<file path="src/rtl/regfile_wb_arbiter.sv">
// Register-file write-port front end: formats load data, buffers loads in a small FIFO,
// and arbitrates one registered write per cycle with ALU results taking priority.
module regfile_wb_arbiter #(
    parameter int LDQ_DEPTH = 2
) (
    input  logic        clk,
    input  logic        rst_n,
    input  logic        alu_valid,
    input  logic [4:0]  alu_rd,
    input  logic [31:0] alu_data,
    input  logic        ld_valid,
    output logic        ld_ready,
    input  logic [4:0]  ld_rd,
    input  logic [2:0]  ld_funct3,
    input  logic [1:0]  ld_offset,
    input  logic [31:0] ld_rdata,
    output logic [4:0]  rd,
    output logic        we,
    output logic [31:0] wdata,
    output logic        ld_pending
);
    localparam int PW = (LDQ_DEPTH > 1) ? $clog2(LDQ_DEPTH) : 1;
    localparam int CW = $clog2(LDQ_DEPTH + 1);

    logic [PW-1:0] r_head, r_tail;
    logic [CW-1:0] r_count;
    logic [4:0]    r_q_rd   [LDQ_DEPTH];
    logic [31:0]   r_q_data [LDQ_DEPTH];
    logic [4:0]    r_rd;
    logic          r_we;
    logic [31:0]   r_wdata;

    logic [7:0]  w_byte;
    logic [15:0] w_half;
    logic [31:0] w_fmt;
    logic        w_push, w_pop, w_alu_issue;

    always_comb begin
        w_byte = ld_rdata[7:0];
        case (ld_offset)
            2'd1:    w_byte = ld_rdata[15:8];
            2'd2:    w_byte = ld_rdata[23:16];
            2'd3:    w_byte = ld_rdata[31:24];
            default: w_byte = ld_rdata[7:0];
        endcase
        w_half = ld_offset[1] ? ld_rdata[31:16] : ld_rdata[15:0];
    end

    // Unsupported funct3 encodings fall through to a full-word load.
    always_comb begin
        w_fmt = ld_rdata;
        case (ld_funct3)
            3'd0:    w_fmt = {{24{w_byte[7]}}, w_byte};
            3'd4:    w_fmt = {24'd0, w_byte};
            3'd1:    w_fmt = {{16{w_half[15]}}, w_half};
            3'd5:    w_fmt = {16'd0, w_half};
            default: w_fmt = ld_rdata;
        endcase
    end

    assign ld_ready    = rst_n && (r_count < CW'(LDQ_DEPTH));
    assign ld_pending  = (r_count != '0);
    assign w_alu_issue = alu_valid && (alu_rd != 5'd0);
    assign w_push      = ld_valid && ld_ready && (ld_rd != 5'd0);
    assign w_pop       = !w_alu_issue && (r_count != '0);

    always_ff @(posedge clk) begin
        if (w_push) begin
            r_q_rd[r_tail]   <= ld_rd;
            r_q_data[r_tail] <= w_fmt;
        end
    end

    always_ff @(posedge clk) begin
        if (!rst_n) begin
            r_head  <= '0;
            r_tail  <= '0;
            r_count <= '0;
        end else begin
            if (w_push) r_tail <= r_tail + PW'(1);
            if (w_pop)  r_head <= r_head + PW'(1);
            case ({w_push, w_pop})
                2'b10:   r_count <= r_count + CW'(1);
                2'b01:   r_count <= r_count - CW'(1);
                default: r_count <= r_count;
            endcase
        end
    end

    // rd/wdata hold their last value on idle cycles; only we drops.
    always_ff @(posedge clk) begin
        if (!rst_n) begin
            r_we    <= 1'b0;
            r_rd    <= 5'd0;
            r_wdata <= 32'd0;
        end else if (w_alu_issue) begin
            r_we    <= 1'b1;
            r_rd    <= alu_rd;
            r_wdata <= alu_data;
        end else if (w_pop) begin
            r_we    <= 1'b1;
            r_rd    <= r_q_rd[r_head];
            r_wdata <= r_q_data[r_head];
        end else begin
            r_we    <= 1'b0;
        end
    end

    assign rd    = r_rd;
    assign we    = r_we;
    assign wdata = r_wdata;
endmodule
</file>
<file path="config.mk">
export PLATFORM = sky130hd
export DESIGN_NAME = regfile_wb_arbiter
export DESIGN_NICKNAME = d
export VERILOG_FILES = /design/src/rtl/regfile_wb_arbiter.sv
export SDC_FILE = /design/constraint.sdc
export NUM_CORES = 1
export LEC_CHECK = 0
export ABC_AREA = 1
export ABC_CLOCK_PERIOD_IN_PS = 2980
export CAP_MARGIN = 20
export CORE_AREA = 2 2 105 127
export CTS_CLUSTER_DIAMETER = 150
export CTS_CLUSTER_SIZE = 20
export DETAILED_ROUTE_END_ITERATION = 6
export DIE_AREA = 0 0 107 129
export GPL_TIMING_DRIVEN = 0
export HOLD_SLACK_MARGIN = 0.12
export PLACE_DENSITY = 0.75
export SYNTH_ARGS = -nofsm -noshare
export SYNTH_HDL_FRONTEND = slang
export SYNTH_SLANG_ARGS = --single-unit
</file>
<file path="constraint.sdc">
create_clock -name clk -period 2.98 [get_ports clk]
set_clock_uncertainty 0.2 [all_clocks]
set_input_delay 0.596 -clock clk [delete_from_list [all_inputs] [get_ports clk]]
set_output_delay 0.596 -clock clk [all_outputs]
set_load 0.01 [all_outputs]
</file>
==> impl_results.md, run 1 <==
- Total CTS buffers: 17
- Flops & latches, synth: 117
- Most used DFF post-synth: edfxtp_1
- Max IR drop VDD: just under 0.0004 V
- # fillers: roughly 1100
- # Post-CTS Setup Buffers: 0
- Clk Latency, worst-skew pair: 0.41 ns
- CTS H-tree depth: 4
- Vias in the first global route: 4781
- DIE HEIGHT: around 130 µm
- Int Pwr: between 3 and 4 mW
- Leak Pwr: 3.133 nW
- Die width: 107 µm
- Register area share after synthesis: between 50% and 60%
- Cell area after synthesis: approximately 5700 µm²
- Post-cts hold buffer count: 0
- Ratio of cells with drive above 1 in the final layout: ~8.8%
- Final setup violation count: 0
- Worst-path clk slew: 0.05 ns
- Synthesized area per cell: 8.135 µm²
- PortBufs: 119
- Tightest Pin Transition: approximately 0.83 ns
- Crit path capture: ld_ready
- Largest net degree at the start of global routing: 39
- I/O pin count: 123
- Via density: between 4 and 5
- Max Slew Vio Count: 0
- Multi-input logic area: 2141 µm²
- Routed WL: roughly 15000 µm
- Outcome: finished clean
- Clock Tree Root: clkbuf_16
- Non-Filler Instances: a little over 1000
- CTS tree: yes
- Worst hold-check path type: reg2reg
- Die Area: 13800 µm²
- Cell row count: 45
- Antenna diode count: 0
- Post-synth EDFFs: 74
- Remaining DRCs: 0
- Crit share post-route: between 90% and 100%
- Clock buffer depth: 2
- YS warnings: 0
- Power density over cell area: approximately 660 nW/µm²
- Core area: between 10000 and 15000 µm²
- DRT iter0 DRCs: ~330
- Crit Reg-Reg Startpoint: r_count[1]
- GPL Wtd Cong: approximately 0.9
- Logic pwr share: 22.8%
- Worst Setup SP: rst_n
- CP Data Required Time: 2.18 ns
- Layout area overhead: 35.55%
- FF-to-FF setup slack: 1.04 ns
- TritonCTS Sinks: 117
- Worst reg-to-reg path cell count: 4
- Type of origin of the critical path: input pin
- Arrival time worst endpoint: a little over 2 ns
- Util after Layout: roughly 60%
- Syn_nets: a little under 800
- Clock share of power: 38.9%
- CP Max Fanout: 10
- Starting Density: between 40 and 50%
- Cell total after placement: 981
- Synth Instances: between 600 and 700
- First-pass GRT wire length: approximately 23000 µm
- Sequential share of power: 38.3%
- Worst setup EP type: primary output
- CP Class: in2out
- Sw power: around 1.5 mW
- Fmax: around 350 MHz
- Detail Route Antenna Nets: 0
- DR WL/cell: around 15 µm
- Final HPWL DP: roughly 11000 µm
- Clock period minus worst slack: 2.830 ns
- Yosys cell types: 27
- Hold violation count in the final report: 0
- Max-Cap Viols: 0
- Resized cells post-CTS: 0
- Vias: between 5000 and 6000
- Hold slack: between 0.3 and 0.4 ns
- Final Net Count: 920
- RSZ-0062 raised after global routing: false
- Hold Path Stages: 2
- Total GRT Usage: 22.20%
- Initial antenna violation count: 0
- Router iterations before antenna repair: 5
- Critical R2R Capture: r_q_data[1][26]
- Ys async rst share: 0%
- Net switching fraction of the power: approximately 29%
- Register Area: slightly above 3000 µm²
- Rel. slew slack: between 40% and 50%
- GR Overflow Total: 0
synth_stat cells (3+ instances only):
cell type    n  area, µm²
edfxtp_1    74       2222
buf_4        6      45.04
inv_1       53      198.9
clkbuf_1    10      37.54
dfxtp_1     43      860.8
buf_6        6      67.56
nor2_1     122      457.9
nor2_2       3      18.77
a21oi_1     40      200.2
nand2_4      3      33.78
inv_2        3      11.26
nand2_1    182      683.2
buf_2       14      70.07
o21ai_0     48      240.2
nand3_1     66      330.3
o211ai_1    10      75.07
cell type report:
cell class	instances	area share, %
Timing Repair Buffer	120	15.86
Clock buffer	18	5.584
Clock inverter	14	2.019
Inverter	59	2.946
Buffer	38	2.963
Multi-Input combinational cell	483	27.85
Tap cell	164	2.670
Sequential cell	117	40.11
power by group through the flow:
stage	Clock, mW	Sequential, mW	Combinational (mW)
2_1_floorplan	0	2.00	0.641
3_3_place_gp	0	1.97	1.13
3_5_place_dp	0	1.97	1.14
4_1_cts	1.99	1.94	1.16
5_1_grt	2.07	1.95	1.28
6_report	1.97	1.94	1.16
worst min-delay path by stage:
stage                         start        end  slack [ns]
after floorplan              r_head   register        0.27
after global placement    wdata[11]  wdata[11]        0.27
after detailed placement  wdata[11]  wdata[11]        0.27
after CTS                     rst_n      rd[3]        0.30
after global routing          rst_n      rd[2]        0.34
final                     wdata[11]  wdata[11]        0.30
worst max-delay path, cell delays in order:
cell and delay, ns:
buf_2 0.20, clkinv_1 0.27, clkbuf_1 0.29, nor2_1 0.13, clkdlybuf4s50_1 0.54
metrics by stage:
| step | cell area, µm² | setup WS (ns) | power, mW | TNS (ns) |
|---|---|---|---|---|
| floorplan | 5673 | 0.3657 | 2.637 | 0 |
| global placement | 7069 | -0.5271 | 3.094 | -24.38 |
| detailed placement | 7102 | 0.1283 | 3.116 | 0 |
| CTS | 7686 | 0.1110 | 5.091 | 0 |
| global route | 7686 | 0.01709 | 5.301 | 0 |
| finish | 7686 | 0.1502 | 5.069 | 0 |
registers in the layout, summed over array words and instances, names as in the netlist, named ones only:
| name | flops |
|---|---|
| we | 1 |
| r_count | 2 |
| r_q_data | 64 |
| r_q_rd | 10 |
| r_tail | 1 |
| r_head | 1 |
| wdata | 32 |
| rd | 5 |
cell usage in the layout (no fill, tap or decap), types with 5 or more instances in the layout:
master and count:
a21oi_1 40, buf_2 14, buf_4 6, buf_6 6
clkbuf_1 11, clkbuf_16 17, clkdlybuf4s50_1 119, clkinvlp_4 5
dfxtp_1 43, edfxtp_1 74, inv_1 52, nand2_1 182
nand3_1 66, nor2_1 121, o211ai_1 10, o21ai_0 48
per-layer routing:
metal  global-route usage [%]  wire length, µm  part of all wire, %
met3                    4.306              880                  6.0
met1                    28.05             6356                   43
met4                    11.38              466                  3.2
met2                    36.34             7054                   48
met5                        0                0                    0
logic make-up after synthesis:
logic type | synth area share (%)
AO/OA/AOI/OAI | 9.091
AND/OR/NAND/NOR | 28.16
adder cells (fa/ha/maj) | 0.2206
buffers and inverters | 8.010
XOR/XNOR | 0.1545
flip-flops | 54.37
Power figures use the tool's default switching activity.
==> inputs of run 2 (changes only) <==
- SETUP_SLACK_MARGIN: default -> 0.15
==> impl_results.md, run 2 (same netlist as run 1, synthesis figures left out) <==
- Outcome: finished clean
- GPL Wtd Cong: around 0.90
- FF-to-FF setup slack: between 1 and 1.5 ns
- Worst reg-to-reg path cell count: 4
- Core area: approximately 13000 µm²
- Setup Slack @ Placement: 0.1283 ns
- Crit path capture: ld_ready
- Die width: around 110 µm
- Arrival time worst endpoint: approximately 1.9 ns
- RSZ-0062 raised after global routing: false
- Worst-path cell chain: buf_2 > clkinv_2 > clkbuf_1 > nor2_1 > clkdlybuf4s50_1
- Worst hold-check path type: reg2reg
- I/O pin count: roughly 120
- First-pass GRT wire length: approximately 23000 µm
- Clock period minus worst slack: around 2.7 ns
- Largest net degree at the start of global routing: 39
- PortBufs: approximately 120
- Most common cell after layout, fill and taps aside: nand2_1
- WP buf/inv: 4
- Final Net Count: just over 900
- CP max-delay cell: clkdlybuf4s50_1
- Via density: approximately 4.9
- Starting Density: a little under half
- Type of origin of the critical path: input pin
- Worst-path clk slew: approximately 0.050 ns
- Total GRT Usage: between 20% and 30%
- Die Area: 13800 µm²
- Clock Tree Root: clkbuf_16
- Worst setup EP type: primary output
- Stages on worst setup path: 5
- Tightest Pin Transition: around 0.82 ns
- Max-Cap Viols: 0
- Antenna diode count: 0
- CP Data Required Time: 2.18 ns
- Final setup violation count: 0
- Layout area overhead: 35.57%
- Final HPWL DP: 10810 µm
- Slowest cell delay on critical path: about 0.54 ns
- CP Max Fanout: 10
- Crit share post-route: between 90% and 100%
- TritonCTS Sinks: ~120
- Hold slack: approximately 0.3 ns
- Number of flip-flops in the largest register: 64
- Cell row count: between 40 and 50
- Max Slew Vio Count: 0
- Initial antenna violation count: 0
- Largest Register: r_q_data
- Most frequent cells in the layout: nand2_1, nor2_1, clkdlybuf4s50_1
- GR Overflow Total: 0
- Final WS setup: about 0.27 ns
- CTS tree: yes
- Clock buffer depth: 2
- Cell total after placement: approximately 980
- Clk Latency, worst-skew pair: 0.41 ns
- Max IR drop VDD: approximately 0.00039 V
- Critical R2R Capture: r_q_data[1][26]
- Routed WL: ~15000 µm
- Total CTS buffers: 17
- CP Class: in2out
- Hold violation count in the final report: 0
- Leak Pwr: about 3.1 nW
- Vias: between 5000 and 6000
- Crit Reg-Reg Startpoint: r_count[1]
- Ratio of cells with drive above 1 in the final layout: just under 9%
- Final setup TNS: 0 ns
- Detail Route Antenna Nets: 0
- Vias in the first global route: around 4800
- Rel. slew slack: 45.21%
- Post-cts hold buffer count: 0
- CTS H-tree depth: 4
- Non-Filler Instances: ~1000
- DIE HEIGHT: ~130 µm
- Crit path max-delay family: buffers and inverters
- DR WL/cell: about 15 µm
- Router iterations before antenna repair: 7
- Worst Setup SP: rst_n
- Fmax: approximately 370 MHz
- Remaining DRCs: 0
- Power density over cell area: between 600 and 700 nW/µm²
- DRT iter0 DRCs: ~400
## run 2: tightest hold or removal path, cell delays in order (launching register included)
cell	delay (ns)
dfxtp_1	0.32
nand3_1	0.08
nand2_1	0.05
## run 2: worst min-delay path by stage
stage,start,end,slack [ns],cells after the start
2_1_floorplan,r_head,register,0.27,2
3_3_place_gp,wdata[11],wdata[11],0.27,2
3_5_place_dp,wdata[11],wdata[11],0.27,2
4_1_cts,wdata[11],wdata[11],0.31,2
5_1_grt,wdata[11],wdata[11],0.34,2
6_report,wdata[11],wdata[11],0.30,2
## run 2: what timing repair did
action | in CTS | in global routing
endpoints found under the setup margin | 1 | 0
hold endpoints to repair | 0 | 0
setup buffers | 0 | 0
gates resized for setup | 1 | 0
## run 2: report_power, final
part           switching [mW]  internal, mW  leakage, nW
Clock                   0.732          1.24        0.269
Combinational           0.676         0.483         1.83
Sequential             0.0575          1.88         1.04
Total                    1.47          3.60         3.13
## run 2: final cells by class
| type | instances | area (µm²) |
|---|---|---|
| buffer | 38 | 227.7 |
| fill | 1087 | 4868 |
| tap | 164 | 205.2 |
| multi-input combinational | 483 | 2141 |
| clock buffer | 18 | 429.2 |
| clock inverter | 14 | 155.1 |
| timing repair buffer | 120 | 1219 |
| sequential | 117 | 3083 |
| inverter | 59 | 227.7 |
## run 2: per-layer routing
metal	vias up	global-route usage (%)	routed length (µm)
met5	-	0	0
li1	2556	-	-
met3	28	4.306	823
met4	0	11.38	442
met1	2229	28.08	6417
met2	195	36.27	7077
## run 2: stage by stage
stage / utilization, % / power (mW) / cell area, µm²
global route: 61.23 / 5.301 / 7687
global placement: 56.30 / 3.094 / 7069
detailed placement: 56.56 / 3.116 / 7102
finish: 61.23 / 5.067 / 7687
floorplan: - / 2.637 / 5673
CTS: 61.23 / 5.091 / 7687
==> inputs of run 3 (changes only) <==
- CAP_MARGIN: 20 -> 25
==> impl_results.md, run 3 (same netlist as run 1, synthesis figures left out) <==
- Outcome: finished clean
- Antenna diode count: 0
- Final setup violation count: 0
- Worst-path cell chain: buf_2 > clkinv_2 > clkbuf_1 > nor2_1 > clkdlybuf4s50_1
- Post-cts hold buffer count: 0
- Worst-path clk slew: 0.05 ns
- DRT iter0 DRCs: 396
- Clock Tree Root: clkbuf_16
- Util after Layout: 61.23%
- Max-Cap Viols: 0
- First-pass GRT wire length: approximately 23000 µm
- Largest Register: r_q_data
- Logic pwr share: between 20% and 30%
- I/O pin count: around 120
- Remaining DRCs: 0
- Initial antenna violation count: 0
- Core area: between 10000 and 15000 µm²
- # Post-CTS Setup Buffers: 0
- FF-to-FF setup slack: between 1 and 1.5 ns
- PortBufs: about 120
- Total CTS buffers: 17
- Most frequent cells in the layout: nand2_1, nor2_1, clkdlybuf4s50_1
- Worst setup EP type: primary output
- Clk Latency, worst-skew pair: 0.41 ns
- Die width: about 110 µm
- Layout area overhead: 35.57%
- Sequential share of power: between 30% and 40%
- Total GRT Usage: 22.19%
- Routed WL: ~15000 µm
- GPL Wtd Cong: ~0.9
- GR Overflow Total: 0
- Crit path max-delay family: buffers and inverters
- Arrival time worst endpoint: 1.91 ns
- Max IR drop VDD: between 0.0003 and 0.0004 V
- Vias in the first global route: 4779
- Leak Pwr: about 3.1 nW
- Rel. slew slack: between 40% and 50%
- Resized cells post-CTS: 1
- RSZ-0062 raised after global routing: false
- Number of flip-flops in the largest register: 64
- Sw power: 1.466 mW
- WP buf/inv: 4
- Slowest cell delay on critical path: between 0.5 and 0.6 ns
- Cell row count: between 40 and 50
- Clock share of power: roughly two fifths
- Type of origin of the critical path: input pin
- Clock period minus worst slack: about 2.7 ns
- CP Data Required Time: ~2.2 ns
- Hold violation count in the final report: 0
- Largest net degree at the start of global routing: 39
- Most common cell after layout, fill and taps aside: nand2_1
- Via density: just under 5
- Detail Route Antenna Nets: 0
- # fillers: 1087
- DR WL/cell: around 15 µm
- Final Net Count: between 900 and 1000
- Tightest Pin Transition: 0.8206 ns
- Post-route cell area: 7687 µm²
- Area after DPL: between 7000 and 8000 µm²
- Worst hold-check path type: reg2reg
- Int Pwr: around 3.6 mW
- CTS H-tree depth: 4
- Die Area: between 10000 and 15000 µm²
- CP Class: in2out
- TritonCTS Sinks: 117
- CTS tree: yes
- Net switching fraction of the power: between 20% and 30%
- Vias: between 5000 and 6000
- Hold slack: roughly 0.30 ns
- CP max-delay cell: clkdlybuf4s50_1
- DIE HEIGHT: around 130 µm
- Ratio of cells with drive above 1 in the final layout: between 8 and 9%
- CP Max Fanout: 10
- Power density over cell area: about 660 nW/µm²
- Crit share post-route: roughly nine tenths
- Fmax: between 300 and 400 MHz
- Max Slew Vio Count: 0
- Clock buffer depth: 2
- Starting Density: 45.16%
- Final HPWL DP: 10810 µm
- Router iterations before antenna repair: 7
run 3: power by group through the flow:
stage                     sequential, mW  clock, mW  combinational [mW]
final                               1.94       1.97                1.16
after global routing                1.95       2.07                1.28
after CTS                           1.94       1.99                1.16
after detailed placement            1.97          0                1.14
after global placement              1.97          0                1.13
after floorplan                     2.00          0               0.641
run 3: path summary, 6_finish.rpt:
check | start | to | cells past startpoint
max | rst_n | ld_ready | 5
min | wdata[11] | wdata[11] | 2
max reg2reg | r_count[1] | r_q_data[1][26] | 4
min reg2reg | wdata[11] | wdata[11] | 2
run 3: stage by stage:
step	TNS (ns)	worst slack, ns	total power [mW]	instances
floorplan	0	0.3657	2.637	697
global route	0	0.1629	5.301	1013
detailed placement	0	0.1283	3.116	981
global placement	-24.38	-0.5271	3.094	980
CTS	0	0.2285	5.091	1013
finish	0	0.2712	5.067	1013
run 3: layer usage:
layer | GRT usage (%) | vias up | part of all wire [%]
met5 | 0 | - | 0
met2 | 36.27 | 195 | 48
met4 | 11.38 | 0 | 3.0
met1 | 28.08 | 2229 | 43
met3 | 4.306 | 28 | 5.6
li1 | - | 2556 | -
run 3: cell type report:
cell class	instances	area (µm²)	share of cell area, %
multi-input cells	483	2141	27.85
clock buffers	18	429.2	5.583
well taps	164	205.2	2.669
repair buffers	120	1219	15.85
inverters	59	227.7	2.962
plain buffers	38	227.7	2.962
clock inverters	14	155.1	2.018
flip-flops and latches	117	3083	40.10
run 3: worst register-to-register path: cells and delay by family (launching register included):
kind,cells,cell delay [ns]
flops,1,0.35
buf+inv,2,0.70
simple gates,2,0.28
